<file path="config.mk">
export PLATFORM = sky130hd
export DESIGN_NAME = compare
export DESIGN_NICKNAME = d
export VERILOG_FILES = /design/src/rtl/compare_pkg.sv /design/src/rtl/compare_core.sv /design/src/rtl/compare.sv
export SDC_FILE = /design/constraint.sdc
export NUM_CORES = 1
export LEC_CHECK = 0
export BUFFER_PORTS_ARGS = -buffer_cell sky130_fd_sc_hd__buf_2
export CORE_AREA = 4 4 41 43
export DETAILED_ROUTE_END_ITERATION = 7
export DIE_AREA = 0 0 45 47
export PLACE_DENSITY = 0.53
export SLEW_MARGIN = 10
export SYNTH_ARGS = -nofsm -noshare
export SYNTH_HDL_FRONTEND = slang
export SYNTH_SLANG_ARGS = --single-unit
</file>
<file path="constraint.sdc">
create_clock -name clk -period 0.8 [get_ports clk]
set_input_delay 0.08 -clock clk [delete_from_list [all_inputs] [get_ports clk]]
set_output_delay 0.08 -clock clk [all_outputs]
set_load 0.02 [all_outputs]
</file>
<file path="src/rtl/compare_pkg.sv">
// Shared definitions for the compare execution unit: opcode type and the
// six relational opcode encodings. Build option COMPARE_SIGNED_EN (used in
// compare_core) selects two's-complement operand interpretation.
package compare_pkg;

    typedef logic [4:0] opcode_t;

    localparam opcode_t OP_LT  = 5'b01011;
    localparam opcode_t OP_GT  = 5'b01100;
    localparam opcode_t OP_EQ  = 5'b01101;
    localparam opcode_t OP_GTE = 5'b01110;
    localparam opcode_t OP_LTE = 5'b01111;
    localparam opcode_t OP_NE  = 5'b10000;

    // True when the opcode is one of the six relational operations.
    function automatic logic is_cmp_op(input opcode_t op);
        logic r;
        case (op)
            OP_LT, OP_GT, OP_EQ, OP_GTE, OP_LTE, OP_NE: r = 1'b1;
            default:                                    r = 1'b0;
        endcase
        return r;
    endfunction

endpackage

</file>
<file path="src/rtl/compare_core.sv">
// Combinational comparison primitives (lt, eq) from which all relational
// results are derived. Macro COMPARE_SIGNED_EN switches lt to a signed
// (two's-complement) compare; eq is the same in both builds.
module compare_core #(
    parameter int WIDTH = 3
) (
    input  logic [WIDTH-1:0] a,
    input  logic [WIDTH-1:0] b,
    output logic             lt,
    output logic             eq
);

`ifdef COMPARE_SIGNED_EN
    assign lt = ($signed(a) < $signed(b));
`else
    assign lt = (a < b);
`endif

    assign eq = (a == b);

endmodule

</file>
<file path="src/rtl/compare.sv">
// Compare-instruction execution unit: decodes the opcode, selects one of six
// relational results derived from lt/eq, and registers a boolean result plus
// a valid flag (one cycle latency). Signedness follows COMPARE_SIGNED_EN.
module compare
    import compare_pkg::*;
#(
    parameter int WIDTH = 3,
    parameter int OPW   = 5
) (
    input  logic             clk,
    input  logic             rst_n,
    input  logic [OPW-1:0]   opcode,
    input  logic [WIDTH-1:0] R1,
    input  logic [WIDTH-1:0] R2,
    output logic [WIDTH-1:0] RD,
    output logic             valid
);

    logic             w_lt;
    logic             w_eq;
    logic             w_cond;
    logic             w_is_cmp;
    logic [WIDTH-1:0] r_rd;
    logic             r_valid;

    compare_core #(
        .WIDTH (WIDTH)
    ) u_core (
        .a  (R1),
        .b  (R2),
        .lt (w_lt),
        .eq (w_eq)
    );

    // Select the relational result for the current opcode.
    always_comb begin
        w_cond = 1'b0;
        case (opcode)
            OP_LT:   w_cond = w_lt;
            OP_GT:   w_cond = ~w_lt & ~w_eq;
            OP_EQ:   w_cond = w_eq;
            OP_GTE:  w_cond = ~w_lt;
            OP_LTE:  w_cond = w_lt | w_eq;
            OP_NE:   w_cond = ~w_eq;
            default: w_cond = 1'b0;
        endcase
        w_is_cmp = is_cmp_op(opcode);
    end

    // Output register; reset clears any in-flight result immediately.
    always_ff @(posedge clk or negedge rst_n) begin
        if (!rst_n) begin
            r_rd    <= {WIDTH{1'b0}};
            r_valid <= 1'b0;
        end else begin
            r_rd    <= {{(WIDTH-1){1'b0}}, w_cond};
            r_valid <= w_is_cmp;
        end
    end

    assign RD    = r_rd;
    assign valid = r_valid;

endmodule

</file>
* Word level (Yosys, flattened, before mapping)
Index checks and enable logic that the tools add are counted.
Operators by class: magnitude comparators 1, equal/unequal tests 7, multiplexer cells 2, bitwise operators 4, reduce and logical (&&, ||, !) cells 1
Operators by type and width (count):
- $eq 5x4->1 const B | 5
- $pmux 1 s6 | 1
- $reduce_or 6->1 | 1
- $eq 5x5->1 const B | 1
- $eq 3x3->1 | 1
- $lt 3x3->1 | 1
- $not 1->1 | 2
- $and 1x1->1 | 1
- $mux 1 | 1
- $or 1x1->1 | 1
Word-level totals: flip-flop bits (word level) 2, bits of input ports 13, output and inout bits 4, word-level logic and storage cells 17

* Logic depth before layout (Yosys ltp)
Gate-level depths: netlist (run 1).
word-level depth 4, gate-level depth with buffers 6, gate-level depth less buffers 6

* Modules after synthesis
A second synthesis (run 1) with hierarchy kept.
Second synthesis, totals: cell total of the unflattened synthesis 30, area, all modules 230.2 um^2
Modules (own cells, without submodules):
- compare | instances 1, cells an instance 20, area each 157.7 um^2, sequential area each 50.0 um^2
- compare_core | instances 1, cells an instance 10, area each 72.6 um^2, sequential area each 0.0 um^2

* Worst setup path after synthesis (run 1)
No wires, ideal clock.
path type input-to-reg, start point input port R2[2], end point register r_rd[0], in the netlist RD[0], arrival time 1076 ps, data required time 725 ps, setup slack -351 ps, stages 6, path buffers 0, cell sequence inv_1 ha_1 and3_1 nor4b_1 a31oi_1 o2bb2ai_2
On the way: word-level cells in the longest chain between the ends 4
Ends and longest elaborated chain:
- from (decl) | RTL line compare.sv:14 | input logic [WIDTH-1:0] R2,
- $lt 3x3->1 or $eq 3x3->1 (tied branches) | RTL line compare_core.sv:16, compare_core.sv:19
- $not 1->1, on equally long branches | RTL line compare.sv:40, compare.sv:42, compare.sv:44
- $and 1x1->1 | RTL line compare.sv:40 | OP_GT: w_cond = ~w_lt & ~w_eq;
- $pmux 1 s6 (*) | RTL line compare.sv:38 | case (opcode)
- via w_cond | RTL line compare.sv:21 | logic w_cond;
- to (signal assigned) | RTL line compare.sv:53 | r_rd <= {WIDTH{1'b0}};
- to (signal assigned) | RTL line compare.sv:56 | r_rd <= {{(WIDTH-1){1'b0}}, w_cond};
- to (decl) | RTL line compare.sv:23 | logic [WIDTH-1:0] r_rd;
The timed path passes the listed nets; every way through them passes the cells marked *.

* Worst setup path after layout (run 1)
start point input port opcode[0], end point register r_rd[0], in the netlist RD[0]
On the way: word-level cells in the longest chain between the ends 2
Ends and longest elaborated chain:
- from (decl) | RTL line compare.sv:12 | input logic [OPW-1:0] opcode,
- $eq 5x5->1 or $eq 5x4->1 (tied branches) | RTL line compare.sv:38
- $pmux 1 s6 (*) | RTL line compare.sv:38
- via w_cond | RTL line compare.sv:21
Marked as above.

==> reports/metrics.yaml, run 1 <==
status: "finished with violations"
antenna_found_initial: 0
wirelength_um: 583
start_util_pct: 18.8
syn_area_per_cell_um2: 8.71
worst_slack_ns: -0.129
portBuffers: 14
synthesis.area_um2: 244
post_cts_buffers: 0
p_per_area_mw_per_mm2: 1120
grt_pass1_wl_um: 1060
via_per_inst: 4.17
grtUsageTotal_pct: 7.27
drc: 0
final_cell_area_um2: 469
coreArea_mm2: 0.00130
ir_drop_v: 0.000357
grt_max_degree: 5
cts_root_buf: "clkbuf_4"
setup_viol: 1
ctsLongestPathBuffers: 2
synth.distinct_cells: 18
slew_violations: 0
postSynthCellCount: 28
cts_buffers: 3
yosysMostFrequentCell: "inv_1"
yosysWarnings: 0
fillCellCount: 133
dr_total_vias: 267
arrival_ns: 1.07
tritoncts: "done"
dpl_cell_area_um2: 375
synth_edf_count: 0
cp-end-kind: "flop"
path_max_fanout: 2
drtIter0Drc: 3
hold_violations: 0
pin_count: 17
synthTopCellsByCount: "inv_1, ha_1"
violations: "setup timing"
crit_required_ns: 0.94
area_growth_syn_to_layout_pct: 92.3
synthArstFlopShare_pct: 100
leakagePower_nw: 0.221
finalCriticalPeriod_ns: 0.929
dr.pass1.iters: 3
synth_top_cell_by_area: "dfrtp_1"
antenna_left: 0
rsz0062_at_grt: "yes"
drive_gt1_share_pct: 63.3
dieArea_mm2: 0.00212
die_w_um: 45
nets: 67
max_freq_mhz: 1080
cts_max_level: 1
synth.top_cell.area_share_pct: 20.5
worst_setup_path_start_kind: "primary input"
hpwl_um: 463
gp_congestion: 0.697
clk_pin_slew_worst_paths_ns: 0.03
timing.final.crit_share_pct: 116
rows: 13
gr-total-overflow: 0
power.total_uw: 524
antenna_cells: 0
synth-seq-cells: 2
yosys-top-cells-area: "dfrtp_1, ha_1, mux2i_1"
die_y_um: 47
detail_route.wl_per_cell_um: 9.11
synth_top_flop_cell: "dfrtp_1"
cap_violations: 0
cts_num_sinks: 2
worstSetupPathType: "in -> reg"
grt_pass1_vias: 314
hold_class: "in -> reg"
ys_seq_area_share_pct: 20.5
kinds of logic (layout without fill, tap and decap cells):
group           after synthesis  after routing  share of synthesized area, %
compound gates                7              7                          20.5
other cells                   1              2                          1.54
mux                           2              2                          8.21
fa+ha+maj                     3              3                          15.4
flops                         2              2                          20.5
simple gates                  6              6                          20.0
buf+inv                       7             27                          13.8
layout make-up:
| type | instances | area [µm²] | share of cell area, % |
|---|---|---|---|
| Clock buffer | 3 | 22.5 | 4.80 |
| Multi-Input combinational cell | 20 | 221 | 47.2 |
| Timing Repair Buffer | 19 | 135 | 28.8 |
| Sequential cell | 2 | 50.0 | 10.7 |
| Tap cell | 15 | 18.8 | 4.00 |
| Inverter | 5 | 21.3 | 4.53 |
power by group:
group | leakage, nW | switching, mW | internal (mW) | total [mW]
Clock | 0.0138 | 0.0491 | 0.165 | 0.214
Sequential | 0.0268 | 0.00246 | 0.108 | 0.110
Combinational | 0.180 | 0.0916 | 0.108 | 0.200
layer usage:
metal	wire length, µm	track usage [%]
met5	0	0
met4	0	8.77
met3	62	1.53
met2	295	13.8
met1	224	5.47
worst max-delay path, cell delays in order:
cell       delay (ns)
buf_2            0.10
or4b_4           0.53
mux2i_1          0.14
a31oi_1          0.07
o2bb2ai_2        0.14
timing repair:
action,CTS,global route
resized for setup,5,8
hold buffers,1,0
cloned,0,0
pin swaps,1,4
setup endpoints to repair,3,3
endpoints found under the hold margin,2,0
placed cells by master, fill, tap and decap left out:
master,n
dfrtp_1,2
and3_4,1
dlygate4sd3_1,1
o21ai_1,1
a21oi_1,2
buf_2,10
nor4b_4,1
inv_4,1
inv_2,2
o2bb2ai_2,1
a31oi_1,1
mux2i_1,2
buf_4,4
nand4b_1,1
o32ai_1,1
buf_6,4
nor3b_1,1
or4b_4,1
inv_1,2
o21ai_0,1
ha_4,3
conb_1,2
clkbuf_4,3
nand2_1,1
state kept, by name, indices dropped and copies added (netlist names):
name	flops
RD	1
valid	1
metrics by stage:
step	TNS, ns	instances	hold slack [ns]	utilization, %	setup WS [ns]
floorplan	-0.239	29	-0.216	-	-0.228
global placement	-0.547	60	-0.134	28.8	-0.367
detailed placement	-0.546	60	-0.132	28.8	-0.370
CTS	-0.150	64	0.0785	33.3	-0.150
global route	-0.224	64	0.0721	36.1	-0.183
finish	-0.129	64	0.0791	36.1	-0.129
worst paths after layout:
path	startpoint	to	slack, ns	cells past startpoint
setup / recovery	opcode[0]	RD[0]$_DFF_PN0_	-0.13	5
hold / removal	opcode[1]	RD[0]$_DFF_PN0_	0.08	2
max in group asynchronous	rst_n	RD[0]$_DFF_PN0_	0.53	2
min in group asynchronous	rst_n	valid$_DFF_PN0_	0.17	2
No activity file was read; power rests on OpenSTA's default activity.
==> run 2: changes to the inputs <==
--- a/config.mk
+++ b/config.mk
@@ -9,7 +9,7 @@
 export CORE_AREA = 4 4 41 43
 export DETAILED_ROUTE_END_ITERATION = 7
 export DIE_AREA = 0 0 45 47
-export PLACE_DENSITY = 0.53
+export PLACE_DENSITY = 0.43
 export SLEW_MARGIN = 10
 export SYNTH_ARGS = -nofsm -noshare
 export SYNTH_HDL_FRONTEND = slang
==> reports/metrics.yaml, run 2 (same netlist as run 1, synthesis figures left out) <==
cts_buffers: 3
violations: "setup timing"
place_inst: 60
gr-total-overflow: 0
coreArea_mm2: 0.00130
pin_count: 17
fillCellCount: 133
ctsLongestPathBuffers: 2
cp-end-kind: "flop"
antenna_left: 0
final_cell_mix: "buf_2, buf_6, buf_4"
power.total_uw: 536
timing.final.crit_share_pct: 112
worst_setup_path_start_kind: "primary input"
post_cts_buffers: 0
clk_pin_slew_worst_paths_ns: 0.03
rows: 13
postLayoutCoreUtil_pct: 36.2
path_cells: "buf_2 > inv_2 > ha_4 > and3_4 > nor4b_2 > a31oi_1 > o2bb2ai_2"
max_freq_mhz: 1110
hpwl_um: 513
area_growth_syn_to_layout_pct: 92.8
slowest_stage: "nor4b_2"
crit_cells: 7
ir_drop_v: 0.000280
p_per_area_mw_per_mm2: 1140
nets: 67
gp_congestion: 0.637
cp-startpoint: "R1[0]"
finalCriticalPeriod_ns: 0.899
dr_total_vias: 263
leakagePower_nw: 0.219
max_stage_delay_ns: 0.20
drive_gt1_share_pct: 65.3
cap_violations: 0
worstSetupPathType: "in -> reg"
path_buf_inv: 2
antenna_found_initial: 0
dr.pass1.iters: 2
rsz0062_at_grt: "yes"
die_w_um: 45
wirelength_um: 636
status: "finished with violations"
arrival_ns: 1.05
drc: 0
via_per_inst: 4.11
slew_violations: 0
crit_end: "RD[0]$_DFF_PN0_"
tritoncts: "done"
cts_max_level: 1
die_y_um: 47
grtUsageTotal_pct: 6.62
hold_violations: 0
antenna_cells: 0
crit_required_ns: 0.95
setup_viol: 1
portBuffers: 14
start_util_pct: 18.8
worst_slack_ns: -0.0986
hold_class: "in -> reg"
final_cell_count_no_fill: 64
cts_root_buf: "clkbuf_4"
detail_route.wl_per_cell_um: 9.94
final_cell_area_um2: 470
dpl_cell_area_um2: 375
grt_max_degree: 5
path_delay_family: "simple AND/OR/NAND/NOR gates"
layout_commonest_cell: "buf_2"
drtIter0Drc: 4
dieArea_mm2: 0.00212
path_max_fanout: 3
grt_pass1_wl_um: 1020
cts_num_sinks: 2
grt_pass1_vias: 285
## run 2: power by group
group	switching, mW	internal, mW
Sequential	0.00256	0.108
Combinational	0.0925	0.111
Clock	0.0569	0.166
## run 2: layer usage
metal | up-vias | GRT usage (%) | wire length [µm]
li1 | 141 | - | -
met1 | 117 | 7.01 | 263
met2 | 5 | 11.6 | 340
met3 | 0 | 1.15 | 31
met4 | 0 | 5.26 | 0
met5 | - | 0 | 0
## run 2: how the worst min path moves through the flow
stage	slack, ns	cells after the start	startpoint	end
after floorplan	-0.22	0	rst_n	RD[0]$_DFF_PN0_
after global placement	-0.13	1	rst_n	RD[0]$_DFF_PN0_
after detailed placement	-0.13	1	rst_n	valid$_DFF_PN0_
after CTS	0.07	2	opcode[1]	RD[0]$_DFF_PN0_
after global routing	0.09	2	opcode[1]	RD[0]$_DFF_PN0_
final	0.08	2	opcode[1]	RD[0]$_DFF_PN0_
## run 2: metrics by stage
stage	setup TNS [ns]	hold slack [ns]	setup slack, ns
floorplan	-0.239	-0.216	-0.228
global placement	-0.535	-0.134	-0.374
detailed placement	-0.541	-0.135	-0.379
CTS	-0.148	0.0715	-0.137
global route	-0.174	0.0851	-0.153
finish	-0.0986	0.0809	-0.0986
## run 2: final cells by class
class / count / area [µm²] / share of cell area (%)
multi-input cells: 20 / 216 / 46.0
repair buffers: 19 / 141 / 30.1
flip-flops and latches: 2 / 50.0 / 10.6
clock buffers: 3 / 22.5 / 4.79
inverters: 5 / 21.3 / 4.52
well taps: 15 / 18.8 / 3.99
## run 2: repair_timing
action                                 in CTS  in global routing
pin swaps                                   1                  2
endpoints found under the hold margin       2                  0
setup endpoints to repair                   3                  3
resized for setup                           6                  9
cloned                                      0                  0
hold buffers                                1                  0
